<file path="config.mk">
export PLATFORM = sky130hd
export DESIGN_NAME = ex_wb_pipe_reg
export DESIGN_NICKNAME = d
export VERILOG_FILES = /design/src/rtl/pipe_pkg.sv /design/src/rtl/wb_fwd_cmp.sv /design/src/rtl/ex_wb_pipe_reg.sv
export SDC_FILE = /design/constraint.sdc
export NUM_CORES = 1
export LEC_CHECK = 0
export BUFFER_PORTS_ARGS = -buffer_cell sky130_fd_sc_hd__buf_2
export CAP_MARGIN = 10
export CORE_ASPECT_RATIO = 0.7
export CORE_MARGIN = 10
export CORE_UTILIZATION = 58
export CTS_CLUSTER_SIZE = 40
export DETAILED_ROUTE_END_ITERATION = 8
export GPL_TIMING_DRIVEN = 0
export PLACE_DENSITY = 0.9
export SLEW_MARGIN = 20
export SYNTH_ARGS = -nofsm -noshare
export SYNTH_HDL_FRONTEND = slang
export SYNTH_SLANG_ARGS = --single-unit
</file>
<file path="constraint.sdc">
create_clock -name Clk -period 3.2 [get_ports Clk]
set_clock_uncertainty 0.1 [all_clocks]
set_input_delay 0.16 -clock Clk [delete_from_list [all_inputs] [get_ports Clk]]
set_output_delay 0.16 -clock Clk [all_outputs]
set_load 0.1 [all_outputs]
</file>
<file path="src/rtl/pipe_pkg.sv">
// Shared EX->WB pipeline types: default widths, payload layout and occupancy encoding.
package pipe_pkg;

  localparam int DEF_DATA_W     = 32;
  localparam int DEF_REG_ADDR_W = 5;

  localparam logic [1:0] OCC_EMPTY = 2'd0;
  localparam logic [1:0] OCC_ONE   = 2'd1;
  localparam logic [1:0] OCC_TWO   = 2'd2;

  typedef struct packed {
    logic                      regwrite;
    logic [DEF_REG_ADDR_W-1:0] rd;
    logic [DEF_DATA_W-1:0]     result;
  } ex_wb_payload_t;

  // The skid entry can only be valid while the main entry is, so skid alone implies two.
  function automatic logic [1:0] occ_of(input logic main_vld, input logic skid_vld);
    logic [1:0] occ;
    occ = OCC_EMPTY;
    if (skid_vld) begin
      occ = OCC_TWO;
    end else if (main_vld) begin
      occ = OCC_ONE;
    end
    return occ;
  endfunction

endpackage

</file>
<file path="src/rtl/wb_fwd_cmp.sv">
// WB-stage forwarding comparator: combinational hit when the valid WB entry writes the source register.
// Register 0 never hits, because it is hard-wired and cannot be a forwarding source.
module wb_fwd_cmp
  import pipe_pkg::*;
#(
  parameter int REG_ADDR_W = DEF_REG_ADDR_W
) (
  input  logic                  i_vld,
  input  logic                  i_regwrite,
  input  logic [REG_ADDR_W-1:0] i_rd,
  input  logic [REG_ADDR_W-1:0] i_src,
  output logic                  o_hit
);

  logic w_rd_match;
  logic w_rd_nonzero;

  assign w_rd_match   = (i_rd == i_src);
  assign w_rd_nonzero = (i_rd != '0);
  assign o_hit        = i_vld && i_regwrite && w_rd_match && w_rd_nonzero;

endmodule

</file>
<file path="src/rtl/ex_wb_pipe_reg.sv">
// EX->WB register with a 2-entry skid buffer, 1-cycle latency, sync flush and $zero write suppression.
// in_ready is !skid_valid straight from a flop, so WB back-pressure never drops or duplicates; EX_WB_FWD_EN adds forwarding.
module ex_wb_pipe_reg
  import pipe_pkg::*;
#(
  parameter int DATA_W            = DEF_DATA_W,
  parameter int REG_ADDR_W        = DEF_REG_ADDR_W,
  parameter bit ZERO_REG_SUPPRESS = 1'b1
) (
  input  logic                  Clk,
  input  logic                  Reset,
  input  logic                  flush,
  input  logic                  in_valid,
  output logic                  in_ready,
  input  logic                  in_regwrite,
  input  logic [REG_ADDR_W-1:0] in_rd,
  input  logic [DATA_W-1:0]     in_result,
  output logic                  out_valid,
  input  logic                  out_ready,
  output logic                  out_regwrite,
  output logic [REG_ADDR_W-1:0] out_rd,
  output logic [DATA_W-1:0]     out_result,
  output logic [1:0]            occupancy
`ifdef EX_WB_FWD_EN
  ,
  input  logic [REG_ADDR_W-1:0] fwd_rs,
  input  logic [REG_ADDR_W-1:0] fwd_rt,
  output logic                  fwd_rs_hit,
  output logic                  fwd_rt_hit,
  output logic [DATA_W-1:0]     fwd_data
`endif
);

  typedef struct packed {
    logic                  regwrite;
    logic [REG_ADDR_W-1:0] rd;
    logic [DATA_W-1:0]     result;
  } entry_t;

  logic   r_main_vld;
  logic   r_skid_vld;
  entry_t r_main;
  entry_t r_skid;

  logic   w_acc;
  logic   w_ret;
  logic   w_rd_zero;
  entry_t w_cap;
  logic   w_main_vld_nxt;
  logic   w_skid_vld_nxt;
  entry_t w_main_nxt;
  entry_t w_skid_nxt;

  assign in_ready = !r_skid_vld;
  assign w_acc    = in_valid && in_ready;
  assign w_ret    = r_main_vld && out_ready;

  // Suppression happens on capture so both entries already hold the final regwrite.
  assign w_rd_zero       = (in_rd == '0);
  assign w_cap.regwrite  = in_regwrite && !(ZERO_REG_SUPPRESS && w_rd_zero);
  assign w_cap.rd        = in_rd;
  assign w_cap.result    = in_result;

  always_comb begin
    w_main_vld_nxt = r_main_vld;
    w_skid_vld_nxt = r_skid_vld;
    w_main_nxt     = r_main;
    w_skid_nxt     = r_skid;
    if (flush) begin
      // Payloads are left stale; only the valid bits matter once flushed.
      w_main_vld_nxt = 1'b0;
      w_skid_vld_nxt = 1'b0;
    end else if (r_skid_vld) begin
      if (w_ret) begin
        w_main_nxt     = r_skid;
        w_skid_vld_nxt = 1'b0;
        w_skid_nxt     = '0;
      end
    end else if (r_main_vld) begin
      if (w_acc && w_ret) begin
        w_main_nxt = w_cap;
      end else if (w_acc) begin
        w_skid_nxt     = w_cap;
        w_skid_vld_nxt = 1'b1;
      end else if (w_ret) begin
        w_main_vld_nxt = 1'b0;
      end
    end else if (w_acc) begin
      w_main_nxt     = w_cap;
      w_main_vld_nxt = 1'b1;
    end
  end

  always_ff @(posedge Clk or negedge Reset) begin
    if (!Reset) begin
      r_main_vld <= 1'b0;
      r_skid_vld <= 1'b0;
      r_main     <= '0;
      r_skid     <= '0;
    end else begin
      r_main_vld <= w_main_vld_nxt;
      r_skid_vld <= w_skid_vld_nxt;
      r_main     <= w_main_nxt;
      r_skid     <= w_skid_nxt;
    end
  end

  assign out_valid    = r_main_vld;
  assign out_regwrite = r_main_vld && r_main.regwrite;
  assign out_rd       = r_main.rd;
  assign out_result   = r_main.result;
  assign occupancy    = occ_of(r_main_vld, r_skid_vld);

`ifdef EX_WB_FWD_EN
  wb_fwd_cmp #(
    .REG_ADDR_W (REG_ADDR_W)
  ) u_fwd_rs (
    .i_vld      (out_valid),
    .i_regwrite (out_regwrite),
    .i_rd       (out_rd),
    .i_src      (fwd_rs),
    .o_hit      (fwd_rs_hit)
  );

  wb_fwd_cmp #(
    .REG_ADDR_W (REG_ADDR_W)
  ) u_fwd_rt (
    .i_vld      (out_valid),
    .i_regwrite (out_regwrite),
    .i_rd       (out_rd),
    .i_src      (fwd_rt),
    .o_hit      (fwd_rt_hit)
  );

  assign fwd_data = out_result;
`endif

endmodule

</file>
Word level (Yosys, flattened, before mapping). Cells that the tools add are included.

Equality and inequality tests: 4. Reduce and logical (&&, ||, !) cells: 13. Bitwise gates (word level): 1. Multiplexer cells: 22.

Operators by type and width (count): 38-bit 2-to-1 mux (9); 1-bit 2-to-1 mux (12); 1-bit logical AND (5); 5-bit logical NOT (1); 5-bit AND reduction (1); 2-bit != test, second input constant (2); 4-bit AND reduction (1); 2-bit nonzero test (2); 3-bit by 1-bit != test with 1-bit output, second input constant (1); 3-bit nonzero test (1); 1-bit logical NOT (2); 2-bit 2-to-1 mux (1); 2-bit by 1-bit != test with 1-bit output, second input constant (1); 1-bit inverter (1).

Output and inout bits: 42. Bits in registers: 78. Bits of input ports: 43.

Logic depth before layout (Yosys ltp). Gate-level depths: netlist (run 1).

Depth after elaboration: 7. Mapped depth: 6. Mapped depth without buffers: 3.

Worst setup path after synthesis (run 1). Ideal clock, no wire load.

Kind: register -> output. From: reg r_main_vld (netlist: out_valid). To: out occupancy[0]. Buffers on the path: 0. Slack: 0.483 ns. Arrival: 2.457 ns. Data required time: 2.940 ns. Cell stages (with the launch flop): 2. Path through: dfrtp_1 nor2b_1.

Longest elaborated chain between the ends: 2.

RTL lines: start, declared (RTL line ex_wb_pipe_reg.sv:40) `logic r_main_vld;`; start signal, assigned (RTL line ex_wb_pipe_reg.sv:101) `r_main_vld <= w_main_vld_nxt;`; 1-bit 2-to-1 mux (RTL line pipe_pkg.sv:23) `end else if (main_vld) begin`; 2-bit 2-to-1 mux (RTL line pipe_pkg.sv:21) `if (skid_vld) begin`; end, declared (RTL line ex_wb_pipe_reg.sv:23) `output logic [1:0] occupancy`.

Every way passes these cells.

Final worst setup path (run 1).
From: reg r_skid_vld. To: out in_ready.

Longest elaborated chain between the ends: 1.

RTL lines: start, declared (RTL line ex_wb_pipe_reg.sv:41) `logic r_skid_vld;`; start signal, assigned (RTL line ex_wb_pipe_reg.sv:102) `r_skid_vld <= w_skid_vld_nxt;`; 1-bit logical NOT (RTL line ex_wb_pipe_reg.sv:54) `assign in_ready = !r_skid_vld;`; end, declared (RTL line ex_wb_pipe_reg.sv:14) `output logic in_ready,`.

Every way passes these cells.

==> reports/metrics.cfg, run 1 <==
[outcome]
status = finished clean

[drt]
met3_length_um = 877
first_iter_violations = 255
route.met2.wl_um = 4800
wire_per_inst_um = 18.8
drc = 0
highest_layer = met4
detail-route-antenna-nets = 0
wl_met1_um = 4260
avgViaCountPerCell = 5.97
wirelength_um = 10100
drt_pre_antenna_iters = 5
vias = 3199

[synthesis]
syn_area_um2 = 3720
synthArstFlopShare_pct = 100
netlist_instances = 321
yosys.area.top_type = dfrtp_1
synth_ff_type = dfrtp_1
synth_top_cell_area_share_pct = 52.5
ys_seq_area_share_pct = 52.5
synth_most_common_cell = dfrtp_1
synth_top_cells_by_count = dfrtp_1, a21oi_1, a31oi_1, buf_4, mux2i_1
yosysUniqueCellTypes = 26
yosys-top-cells-area = dfrtp_1, mux2i_1, a32o_1
synth-edff-count = 0
ys_seq_elements = 78
postSynthNetCount = 364
syn_area_per_cell_um2 = 11.6
synth-warning-count = 0

[power]
powerDensity_nw_per_um2 = 742
leakagePower_nw = 2.13
ir_worst_vdd_uv = 580
finalPower_mw = 3.57

[setup_path]
worst-path-buf-inv = 4
critPathTopFamily = buffers and inverters
end_kind = output pin
critPathMaxFanout = 10
required_ns = 2.94
crit_chain = buf_4, inv_2, clkbuf_1, buf_2
crit_path_start_kind = flop
worst_path_max_delay_cell = buf_2
critical_path_class = reg2out
cp_slowest_stage_delay_ns = 0.52
arrival_ns = 2.05

[grt]
grt_pass1_vias = 3398
grt_pass1_wl_um = 16600
antenna_found_initial = 0
grt_max_degree = 41
grt_overflow = 0
grtUsageTotal_pct = 20.5

[min_path]
hp-class = in2reg

[timing]
period_share_pct = 72.1
finalHoldViolCount = 0
whs_ns = 0.0230
setup_viol = 0
max_freq_mhz = 434
final_max_slew_viol_count = 0
period_minus_slack_ns = 2.31
tns_ns = 0
grt_setup_unrepaired = no
relSlewSlack_pct = 57.8
worst_slack_ns = 0.894
worst_pin_slew_ns = 0.628

[clock_tree]
postCtsHoldBufs = 38
ctsResizeCount = 0
post_cts_buffers = 0
cts.sinks = 78
cts_tree = built
clk_path_buf_depth = 2
insertion_delay_ns = 0.34
numCtsBuffers = 9
root_buffer = clkbuf_8
cts_htree_levels = 3
cts.clk_slew.worst_paths_ns = 0.08

[final_layout]
drive_gt1_share_pct = 34.7
n_antenna_cell = 0
register_area_um2 = 1950
fillCellCount = 390
nets = 498
design_area_um2 = 4810
syn2layout_area_growth_pct = 29.5
layoutNonFillerInstCount = 536
multi_input_area_um2 = 1300
fin_util_pct = 77.4

[placed_design]
placed_area_um2 = 4260
dp_cells = 484
portBuffers = 84
dp_hpwl_um = 6810
dp_slack_ns = 1.28
routabilityCongestion = 0.844

[floorplan]
num_rows = 24
ios = 85
dieArea_um2 = 10100
fp.dieH_um = 87.0
start_util_pct = 59.8
design.core.area_um2 = 6220
die_x_um = 116

[job]
drv_cap = 0

power breakdown:
group          leakage [nW]  switching (mW)  total (mW)  internal (mW)
combinational          1.14            1.04        1.49          0.445
clock                0.0907           0.347       0.695          0.348
sequential            0.903           0.149        1.39           1.24
total                  2.13            1.54        3.57           2.03
per-layer routing:
| metal | track usage (%) | vias up |
|---|---|---|
| li1 | - | 1455 |
| met1 | 25.0 | 1567 |
| met2 | 33.8 | 161 |
| met3 | 6.68 | 16 |
| met4 | 6.46 | 0 |
| met5 | 0 | - |
state kept, by name, indices dropped and copies added, names as in the netlist:
signal / flops
out_rd: 5
r_main: 1
out_result: 32
r_skid: 38
out_valid: 1
r_skid_vld: 1
area by class of cell:
type	instances	share of cell area, %
inverters	4	0.312
plain buffers	69	9.28
well taps	78	2.03
clock buffers	9	2.57
multi-input cells	170	27.1
flip-flops and latches	78	40.6
repair buffers	123	17.1
clock inverters	5	1.09
layout by cell type (no fill, tap or decap), drive strengths merged:
cell type | synthesis | routed
a22o | 5 | 5
a32o | 32 | 32
clkbuf | 12 | 21
o211ai | 2 | 2
and3 | 1 | 1
dlygate4sd3 | 0 | 38
a31oi | 39 | 39
clkinv | 0 | 3
a211oi | 1 | 1
bufinv | 0 | 1
mux2 | 1 | 1
nor3 | 1 | 1
o21ai | 1 | 1
or4 | 1 | 1
and2 | 2 | 2
mux2i | 38 | 38
nand3b | 1 | 1
a21oi | 40 | 40
nand2b | 1 | 1
buf | 57 | 142
clkinvlp | 0 | 1
nand2 | 2 | 2
nor2b | 1 | 1
dfrtp | 78 | 78
nor3b | 1 | 1
inv | 4 | 4
final timing paths:
path	from	slack (ns)	end	cells past startpoint
worst min register to register	r_skid[13]	0.39	r_skid[13]	1
max in group asynchronous	Reset	2.19	out_result[29]	3
min in group asynchronous	Reset	0.22	out_rd[1]	2
worst min-delay path	in_result[20]	0.02	r_skid[20]	2
worst max register to register	r_skid_vld	1.09	out_valid	6
worst max-delay path	r_skid_vld	0.89	in_ready	4
cell families (layout without fill, tap and decap cells):
logic type / Yosys count / in the layout / share of synthesized area, %
compound gates: 120 / 120 / 22.5
flops: 78 / 78 / 52.5
buf+inv: 73 / 210 / 12.4
mux: 39 / 39 / 10.6
simple gates: 11 / 11 / 1.92
No activity file was read; power rests on OpenSTA's default activity.
==> run 2, diff against run 1 <==
- CORE_UTILIZATION: 58 -> 49
- PLACE_DENSITY: 0.9 -> 0.81
- clock period: 3.2 -> 2.1 ns (I/O delays scaled with it)
==> reports/metrics.cfg, run 2 (synthesized netlist as in run 1, its figures left out) <==
[outcome]
status = finished clean

[min_path]
worst_hold_startpoint = in_valid
whs_path_depth = 3
hp-class = in2reg
min_to = r_skid_vld

[clock_tree]
insertion_delay_ns = 0.35
numCtsBuffers = 9
cts_htree_levels = 3
clk_path_buf_depth = 2
cts_tree = built
root_buffer = clkbuf_8
cts.clk_slew.worst_paths_ns = 0.08
post_cts_buffers = 0
cts.sinks = 78

[final_layout]
largest_reg_flops = 38
fillCellCount = 601
drive_gt1_share_pct = 34.5
final_common_cell = buf_2
syn2layout_area_growth_pct = 32.7
largest_register = r_skid
final_cell_mix = buf_2, dfrtp_1, dlygate4sd3_1, buf_4, a21oi_1
nets = 502

[timing]
period_share_pct = 93.7
worst_pin_slew_ns = 0.656
grt_setup_unrepaired = no
whs_ns = 0.0791
finalHoldViolCount = 0
max_freq_mhz = 508
relSlewSlack_pct = 55.9
period_minus_slack_ns = 1.97
tns_ns = 0
worst_slack_ns = 0.133
setup_viol = 0
final_max_slew_viol_count = 0

[floorplan]
fp.dieH_um = 92.9
die_x_um = 124
design.core.area_um2 = 7350
ios = 85
num_rows = 26
start_util_pct = 50.5
dieArea_um2 = 11500

[power]
leakagePower_nw = 2.17
ir_worst_vdd_uv = 672
finalPower_mw = 5.62
powerDensity_nw_per_um2 = 1140

[setup_path]
reg2reg_slack_ns = 0.15
critical_path_class = reg2out
critPathMaxFanout = 10
required_ns = 1.89
crit_path_start_kind = flop
end_kind = output pin
arrival_ns = 1.76
reg2reg_from = r_skid_vld
r2r_cells = 6
timing.rr.end = out_valid

[grt]
grt_pass1_wl_um = 16700
grt_overflow = 0
grt_max_degree = 41
grtUsageTotal_pct = 17.9
antenna_found_initial = 0
grt_pass1_vias = 3342

[drt]
detail-route-antenna-nets = 0
vias = 3191
drt_pre_antenna_iters = 5
first_iter_violations = 334
avgViaCountPerCell = 5.67
wirelength_um = 10000
wire_per_inst_um = 17.8
drc = 0

[placed_design]
routabilityCongestion = 0.805
dp_hpwl_um = 6960
dp_slack_ns = 0.325
portBuffers = 84

[job]
drv_cap = 0

run 2: worst max-delay path by stage:
stage / cells past startpoint / slack (ns) / start / end
after floorplan: 1 / 0.008 / out_valid / out_regwrite
after global placement: 1 / 0.33 / Reset / out_result[12]
after detailed placement: 5 / 0.33 / out_valid / out_result[17]
after CTS: 4 / 0.05 / r_skid_vld / in_ready
after global routing: 6 / 0.03 / r_skid_vld / out_valid
final: 4 / 0.13 / r_skid_vld / in_ready
run 2: critical path: stages (launching register included):
cell      delay (ns)
dfrtp_1         0.39
buf_4           0.18
inv_2           0.17
clkbuf_2        0.28
clkbuf_4        0.39
run 2: report_power, final:
part | internal [mW] | leakage (nW) | total (mW) | switching [mW]
Sequential | 1.89 | 0.903 | 2.11 | 0.219
Combinational | 0.685 | 1.16 | 2.27 | 1.59
Clock | 0.704 | 0.104 | 1.25 | 0.542
Total | 3.28 | 2.17 | 5.62 | 2.35
run 2: layout make-up:
type | count | area, µm² | share of cell area [%]
clock buffers | 13 | 149 | 3.02
plain buffers | 69 | 448 | 9.08
inverters | 4 | 15.0 | 0.304
diodes | 1 | 2.50 | 0.0507
flip-flops and latches | 78 | 1950 | 39.6
multi-input cells | 170 | 1310 | 26.6
clock inverters | 3 | 67.6 | 1.37
well taps | 98 | 123 | 2.49
repair buffers | 127 | 866 | 17.6
run 2: timing repair:
| item | in CTS | in global routing |
|---|---|---|
| hold buffers | 42 | 0 |
| resized for setup | 0 | 1 |
| setup endpoints to repair | 0 | 1 |
| hold endpoints to repair | 109 | 0 |
run 2: metal layers:
metal  wire [µm]  global-route usage, %
met5           0                      0
met4         116                   5.16
met3         927                   5.03
met2        4740                   28.0
met1        4240                   23.6
run 2: through the flow:
stage	std cells	util [%]	area [µm²]
6_report	563	67.1	4930
5_1_grt	562	67.1	4930
4_1_cts	562	67.0	4930
3_5_place_dp	504	58.4	4290
3_3_place_gp	503	58.0	4270
2_1_floorplan	321	-	3720
